File: config.mk
export PLATFORM = sky130hd
export DESIGN_NAME = branch_ctrl_flat
export DESIGN_NICKNAME = d
export VERILOG_FILES = /design/src/rtl/branch_ctrl_if.sv /design/src/rtl/branch_ctrl.sv /design/src/flat_wrapper.sv
export SDC_FILE = /design/constraint.sdc
export NUM_CORES = 1
export LEC_CHECK = 0
export BUFFER_PORTS_ARGS = -buffer_cell sky130_fd_sc_hd__buf_2
export CAP_MARGIN = 30
export CORE_ASPECT_RATIO = 0.7
export CORE_MARGIN = 1.5
export CORE_UTILIZATION = 45
export CTS_BUF_LIST = sky130_fd_sc_hd__clkbuf_8
export CTS_CLUSTER_DIAMETER = 120
export CTS_CLUSTER_SIZE = 20
export DETAILED_ROUTE_END_ITERATION = 8
export PLACE_DENSITY_LB_ADDON = 0.1
export SLEW_MARGIN = 10
export SYNTH_ARGS = -nofsm -noshare
export SYNTH_HDL_FRONTEND = slang
export SYNTH_SLANG_ARGS = --single-unit
File: constraint.sdc
create_clock -name clk -period 5.42 [get_ports clk]
set_clock_uncertainty 0.2 [all_clocks]
set_input_delay 0.813 -clock clk [delete_from_list [all_inputs] [get_ports clk]]
set_output_delay 0.813 -clock clk [all_outputs]
set_load 0.02 [all_outputs]
File: src/rtl/branch_ctrl_if.sv
// EX-resolution and fetch-redirect bundle for branch_ctrl.
// master = pipeline side (EX stage + fetch), slave = branch_ctrl.
interface branch_ctrl_if #(
   parameter int XLEN = 32
);
   logic            ex_valid;
   logic            ex_ready;
   logic            ex_branch;
   logic            ex_jump;
   logic            ex_taken;
   logic            ex_pred_taken;
   logic [XLEN-1:0] ex_pc;
   logic [XLEN-1:0] ex_target;
   logic            flush;
   logic            redirect_valid;
   logic            redirect_ready;
   logic [XLEN-1:0] redirect_pc;

   modport master (
      output ex_valid, ex_branch, ex_jump, ex_taken, ex_pred_taken, ex_pc, ex_target,
      output redirect_ready,
      input  ex_ready, flush, redirect_valid, redirect_pc
   );

   modport slave (
      input  ex_valid, ex_branch, ex_jump, ex_taken, ex_pred_taken, ex_pc, ex_target,
      input  redirect_ready,
      output ex_ready, flush, redirect_valid, redirect_pc
   );
endinterface

File: src/rtl/branch_ctrl.sv
// Branch resolution controller: 2-bit BHT, mispredict check, flush + redirect to fetch.
// Optional BRANCH_STATS_EN adds stat_branches / stat_mispredicts counters.
//
// state      | meaning
// -----------+------------------------------------------------------------
// S_IDLE     | ready for a resolution request from EX
// S_REDIRECT | mispredict seen; redirect_pc offered to fetch, EX stalled
module branch_ctrl #(
   parameter int BHT_IDX_W = 6,
   parameter int XLEN      = 32
) (
   input  logic            clk,
   input  logic            rst,
   input  logic [XLEN-1:0] if_pc,
   output logic            if_pred_taken,
   branch_ctrl_if.slave    bus
`ifdef BRANCH_STATS_EN
   ,
   output logic [31:0]     stat_branches,
   output logic [31:0]     stat_mispredicts
`endif
);

   localparam int BHT_ENTRIES = 1 << BHT_IDX_W;

   typedef enum logic {
      S_IDLE,
      S_REDIRECT
   } state_t;

   state_t                state_q, state_d;
   logic [1:0]            bht [BHT_ENTRIES];
   logic [BHT_IDX_W-1:0]  if_idx;
   logic [BHT_IDX_W-1:0]  ex_idx;
   logic [1:0]            ctr_cur, ctr_nxt;
   logic                  accept;
   logic                  is_ctrl;
   logic                  actual;
   logic                  mispredict;
   logic [XLEN-1:0]       correct_pc;
   logic                  flush_q;
   logic [XLEN-1:0]       redirect_pc_q;
   logic                  unused_ok;

   assign if_idx = if_pc[BHT_IDX_W+1:2];
   assign ex_idx = bus.ex_pc[BHT_IDX_W+1:2];

   // Read before any same-cycle write lands: lookup sees the pre-update counter.
   assign if_pred_taken = bht[if_idx][1];

   assign unused_ok = ^{if_pc[XLEN-1:BHT_IDX_W+2], if_pc[1:0]};

   assign is_ctrl    = bus.ex_branch | bus.ex_jump;
   assign actual     = bus.ex_jump | (bus.ex_branch & bus.ex_taken);
   assign correct_pc = actual ? bus.ex_target : bus.ex_pc + XLEN'(4);

   always_comb begin
      ctr_cur = bht[ex_idx];
      ctr_nxt = ctr_cur;
      if (bus.ex_taken) begin
         if (ctr_cur != 2'b11) ctr_nxt = ctr_cur + 2'd1;
      end else begin
         if (ctr_cur != 2'b00) ctr_nxt = ctr_cur - 2'd1;
      end
   end

   always_ff @(posedge clk or posedge rst) begin
      if (rst) state_q <= S_IDLE;
      else     state_q <= state_d;
   end

   always_comb begin
      state_d      = state_q;
      bus.ex_ready = 1'b0;
      accept       = 1'b0;
      mispredict   = 1'b0;
      case (state_q)
         S_IDLE: begin
            bus.ex_ready = 1'b1;
            accept       = bus.ex_valid;
            mispredict   = accept & is_ctrl & (actual != bus.ex_pred_taken);
            if (mispredict) state_d = S_REDIRECT;
         end
         S_REDIRECT: begin
            if (bus.redirect_ready) state_d = S_IDLE;
         end
         default: state_d = S_IDLE;
      endcase
   end

   always_ff @(posedge clk or posedge rst) begin
      if (rst) begin
         for (int i = 0; i < BHT_ENTRIES; i++) bht[i] <= 2'b01;
      end else if (accept && bus.ex_branch) begin
         bht[ex_idx] <= ctr_nxt;
      end
   end

   // redirect_pc only loads on a mispredict, so it stays stable through the REDIRECT stall.
   always_ff @(posedge clk or posedge rst) begin
      if (rst) begin
         flush_q       <= 1'b0;
         redirect_pc_q <= '0;
      end else begin
         flush_q <= mispredict;
         if (mispredict) redirect_pc_q <= correct_pc;
      end
   end

   assign bus.flush          = flush_q;
   assign bus.redirect_valid = (state_q == S_REDIRECT);
   assign bus.redirect_pc    = redirect_pc_q;

`ifdef BRANCH_STATS_EN
   always_ff @(posedge clk or posedge rst) begin
      if (rst) begin
         stat_branches    <= '0;
         stat_mispredicts <= '0;
      end else begin
         if (accept && is_ctrl) stat_branches    <= stat_branches + 32'd1;
         if (mispredict)        stat_mispredicts <= stat_mispredicts + 32'd1;
      end
   end
`endif

endmodule

File: src/flat_wrapper.sv
// flat-port wrapper written by rule: the top's interface ports become plain ports
module branch_ctrl_flat 
#(
   parameter int BHT_IDX_W = 6,
   parameter int XLEN      = 32
)
  (clk, rst, if_pc, if_pred_taken, bus_ex_valid, bus_ex_branch, bus_ex_jump, bus_ex_taken, bus_ex_pred_taken, bus_ex_pc, bus_ex_target, bus_redirect_ready, bus_ex_ready, bus_flush, bus_redirect_valid, bus_redirect_pc);
  branch_ctrl_if #(.XLEN(XLEN)) bus_i ();
  input  logic clk;
  input  logic rst;
  input  logic [XLEN-1:0] if_pc;
  output logic if_pred_taken;
  input wire logic [$bits(bus_i.ex_valid)-1:0] bus_ex_valid;
  input wire logic [$bits(bus_i.ex_branch)-1:0] bus_ex_branch;
  input wire logic [$bits(bus_i.ex_jump)-1:0] bus_ex_jump;
  input wire logic [$bits(bus_i.ex_taken)-1:0] bus_ex_taken;
  input wire logic [$bits(bus_i.ex_pred_taken)-1:0] bus_ex_pred_taken;
  input wire logic [$bits(bus_i.ex_pc)-1:0] bus_ex_pc;
  input wire logic [$bits(bus_i.ex_target)-1:0] bus_ex_target;
  input wire logic [$bits(bus_i.redirect_ready)-1:0] bus_redirect_ready;
  output wire logic [$bits(bus_i.ex_ready)-1:0] bus_ex_ready;
  output wire logic [$bits(bus_i.flush)-1:0] bus_flush;
  output wire logic [$bits(bus_i.redirect_valid)-1:0] bus_redirect_valid;
  output wire logic [$bits(bus_i.redirect_pc)-1:0] bus_redirect_pc;
  assign bus_i.ex_valid = bus_ex_valid;
  assign bus_i.ex_branch = bus_ex_branch;
  assign bus_i.ex_jump = bus_ex_jump;
  assign bus_i.ex_taken = bus_ex_taken;
  assign bus_i.ex_pred_taken = bus_ex_pred_taken;
  assign bus_i.ex_pc = bus_ex_pc;
  assign bus_i.ex_target = bus_ex_target;
  assign bus_i.redirect_ready = bus_redirect_ready;
  assign bus_ex_ready = bus_i.ex_ready;
  assign bus_flush = bus_i.flush;
  assign bus_redirect_valid = bus_i.redirect_valid;
  assign bus_redirect_pc = bus_i.redirect_pc;
  branch_ctrl #(.BHT_IDX_W(BHT_IDX_W), .XLEN(XLEN)) u_core (.clk(clk), .rst(rst), .if_pc(if_pc), .if_pred_taken(if_pred_taken), .bus(bus_i));
endmodule
==> results.md <==
* Status: finished, final reports clean
* Critical Path RT at 5.61 ns
* Yosys Warn Count at 0
* Int Pwr at 1.99 mW
* Drt first-iter violations at 766
* CP cell instances: buf_2 > clkinv_1 > a221oi_1 > o22ai_1 > a221oi_2 > or4b_1 > maj3_2 > buf_12 > o21ai_0
* Cell taking the most area after synthesis: dfrtp_1
* Die W at 170 µm
* Crit Path Class: in2reg
* Layout Cells excl Fill at 1300
* Adder-cell share of the synthesized area at 0.384%
* Ys async rst share at 100%
* Xor/xnor share of the synthesized area at 2.49%
* Nets at 1128
* Switching power at 886 µW
* Clock-pin slew on the worst setup and hold paths at 0.08 ns
* Vias post-DR at 7271
* Largest net degree at the start of global routing at 95
* Worst path slowest cell: clkinv_1
* Critical path depth at 9
* Detail Route Antenna Nets at 0
* Synth Register Bits at 162
* Clk root buf: clkbuf_8
* Worst reg-to-reg path cell count at 8
* Drt pass-1 iters at 6
* Routed wire length at 25.6 mm
* Area Growth Syn to Fin at 14.1%
* CP peak stage delay at 0.64 ns
* Worst r2r src: u_core.bht[64]$_DFFE_PP1P_
* Worst vdd ir at 228 µV
* PortBufs at 113
* Critical Path Start Type: input port
* Die area at 20400 µm²
* Post-Syn Instances at 921
* DR DRC count at 0
* Placed Cells at 1267
* CTS Sinks at 162
* Number of global-route vias before repair at 6645
* WL per Instance at 19.7 µm
* I/O pin cnt at 140
* Largest family of logic cells by synthesized area: simple AND/OR/NAND/NOR gates
* Post_cts resized at 0
* Worst setup path start: bus_ex_pc[2]
* Htree depth at 4
* Synth top area share at 27.8%
* Mapped Area at 8810 µm²
* Syn_area_per_cell at 9.56 µm²
* Compound-Gate Fraction of Synth Area at 16.0%
* Dpl hpwl at 17.5 mm
* Max-cap violations at 0
* RSZ-0062 raised after global routing: false
* Via density at 5.59
* Number of flops mapped to enable cells by yosys at 0
* Initial antenna violation count at 0
* Max Fclk at 241 MHz
* Cell family with most CP delay: buffers and inverters
* Final setup vio count at 0
* CTS Buf Count at 17
* Worst min path class: in2async
* Slew @ Worst Pin at 1.03 ns
* Ys flop type: dfrtp_1
* Post-layout min period at 4.16 ns
* Core ar. at 19000 µm²
* WP data arrival at 4.34 ns
* Die height at 120 µm
* Setup crit end kind: flip-flop
* Pwr dens at 287 nW/µm²
* P_leak at 4.27 nW
* Critical Path Fanout Max at 51
* Tot GR Track Use at 26.2%
* Pins Over Slew Limit at 0
* Setup Fix Bufs, Post-CTS at 0
* Final Hold Viols at 0
* Post-Syn Nets at 1026
* Flop pwr share at 49.6%
* Initial Util at 46.3%
* Multiplexer area fraction after synthesis at 12.5%
* Slew HR at 31.2%
* Hold bufs inserted after CTS at 0
* Worst Path Buf+Inv at 3
* Period utilization at 76.7%
* Diodes inserted at 0
* Share of cells above drive strength 1 at 29.1%
* Synth area leaders: dfrtp_1 (28%), dfstp_2 (19%), nand2_1 (11%), mux4_2 (7.9%), o21ai_0 (6.9%)
* Simple-Gate Fraction of Synth Area at 17.6%
* Clk network pwr share at 30.6%
* First-pass GRT wire length at 39.9 mm
* GPL Wtd Cong at 0.856
* CTS tree: yes
* Worst-Skew Late Latency at 0.47 ns
* Clock Path Buffers at 2
* Sw Ratio at 30.7%
* Synth cell types at 63
* Site Rows at 42
* Comb pwr share at 19.7%
* GRT overflow at 0
* Seq/Total Area, Yosys at 46.9%
* TNS Setup at 0 ns
## sequential cells by signal (all words and copies together), names as in the netlist
name / flops
u_core.bht: 128
u_core.bus.flush: 1
u_core.bus.redirect_pc: 32
u_core.bus.redirect_valid: 1
## metrics by stage
stage / utilization [%] / setup slack [ns] / cell area [µm²] / total power [mW] / hold WS [ns]
2_1_floorplan: - / 0.136 / 8810 / 1.81 / 0.241
3_3_place_gp: 50.5 / 0.910 / 9610 / 2.01 / 0.249
3_5_place_dp: 50.8 / 0.824 / 9660 / 2.02 / 0.252
4_1_cts: 52.8 / 1.26 / 10000 / 2.90 / 0.263
5_1_grt: 52.8 / 1.08 / 10000 / 3.02 / 0.278
6_report: 52.8 / 1.26 / 10000 / 2.88 / 0.251
## Yosys cell counts, drive strengths merged (6+ instances only)
master and instances:
inv 17, nor2 20, o21ai 177, nand4 6
dfrtp 98, mux4 31, mux2 8, xnor2 9
and3 10, o22ai 8, nand3 24, a221oi 9
mux2i 31, dfstp 64, clkbuf 31, a311o 6
nand2 250, xor2 16, a21oi 13, or3b 6
buf 23
## cells by family (layout without fill, tap and decap cells)
family,Yosys count,count (layout)
AO/OA/AOI/OAI,237,237
XOR/XNOR,25,25
AND/OR/NAND/NOR,352,352
adder cells (fa/ha/maj),3,3
flip-flops,162,162
multiplexers,70,70
buffers and inverters,72,187
## layout make-up
cell class,count,area (µm²)
multi-input combinational,687,4340
tap,264,330
clock inverter,12,104
timing repair buffer,137,791
clock buffer,20,275
fill,1800,8980
inverter,18,72.6
sequential,162,4130
## per-layer routing
metal | vias to the layer above | routed length (µm) | GRT usage, %
li1 | 3473 | - | -
met1 | 3492 | 12800 | 42.3
met2 | 276 | 10300 | 34.3
met4 | 0 | 422 | 7.13
met3 | 30 | 2060 | 6.17
met5 | - | 0 | 0
## cell usage in the layout, fill, tap and decap left out, drive strengths merged, types with 6 or more instances in the layout
cell / instances
a311o: 6
clkbuf: 20
xor2: 16
xnor2: 9
inv: 24
dfstp: 64
nand2: 250
nor2: 20
nand4: 6
dfrtp: 98
o22ai: 8
nand3: 24
a221oi: 9
mux4: 31
or3b: 6
and3: 10
o21ai: 177
mux2: 8
buf: 137
a21oi: 13
mux2i: 31
## final timing paths
check	endpoint	slack (ns)
hold reg to reg	u_core.bht[62]$_DFFE_PP1P_	0.26
setup reg to reg	u_core.bht[4]$_DFFE_PP1P_	2.16
hold / removal	u_core.bht[81]$_DFFE_PP0P_	0.25
setup / recovery	u_core.bht[4]$_DFFE_PP1P_	1.26
max in group asynchronous	u_core.bht[110]$_DFFE_PP1P_	3.80
min in group clk	u_core.bht[62]$_DFFE_PP1P_	0.26
## worst register-to-register path, stage by stage (launching register included)
cell	delay, ns
dfstp_2	0.37
mux2_2	0.28
a221oi_1	0.33
o22ai_1	0.17
a221oi_2	0.34
or4b_1	0.50
maj3_2	0.48
buf_12	0.27
o21ai_0	0.24
## power by group through the flow
| stage | clock (mW) | sequential, mW | combinational [mW] |
|---|---|---|---|
| 4_1_cts | 0.902 | 1.43 | 0.571 |
| 6_report | 0.883 | 1.43 | 0.568 |
| 3_5_place_dp | 0 | 1.45 | 0.570 |
| 5_1_grt | 0.954 | 1.44 | 0.623 |
| 3_3_place_gp | 0 | 1.45 | 0.560 |
| 2_1_floorplan | 0 | 1.52 | 0.295 |
No activity file was read; power rests on OpenSTA's default activity.
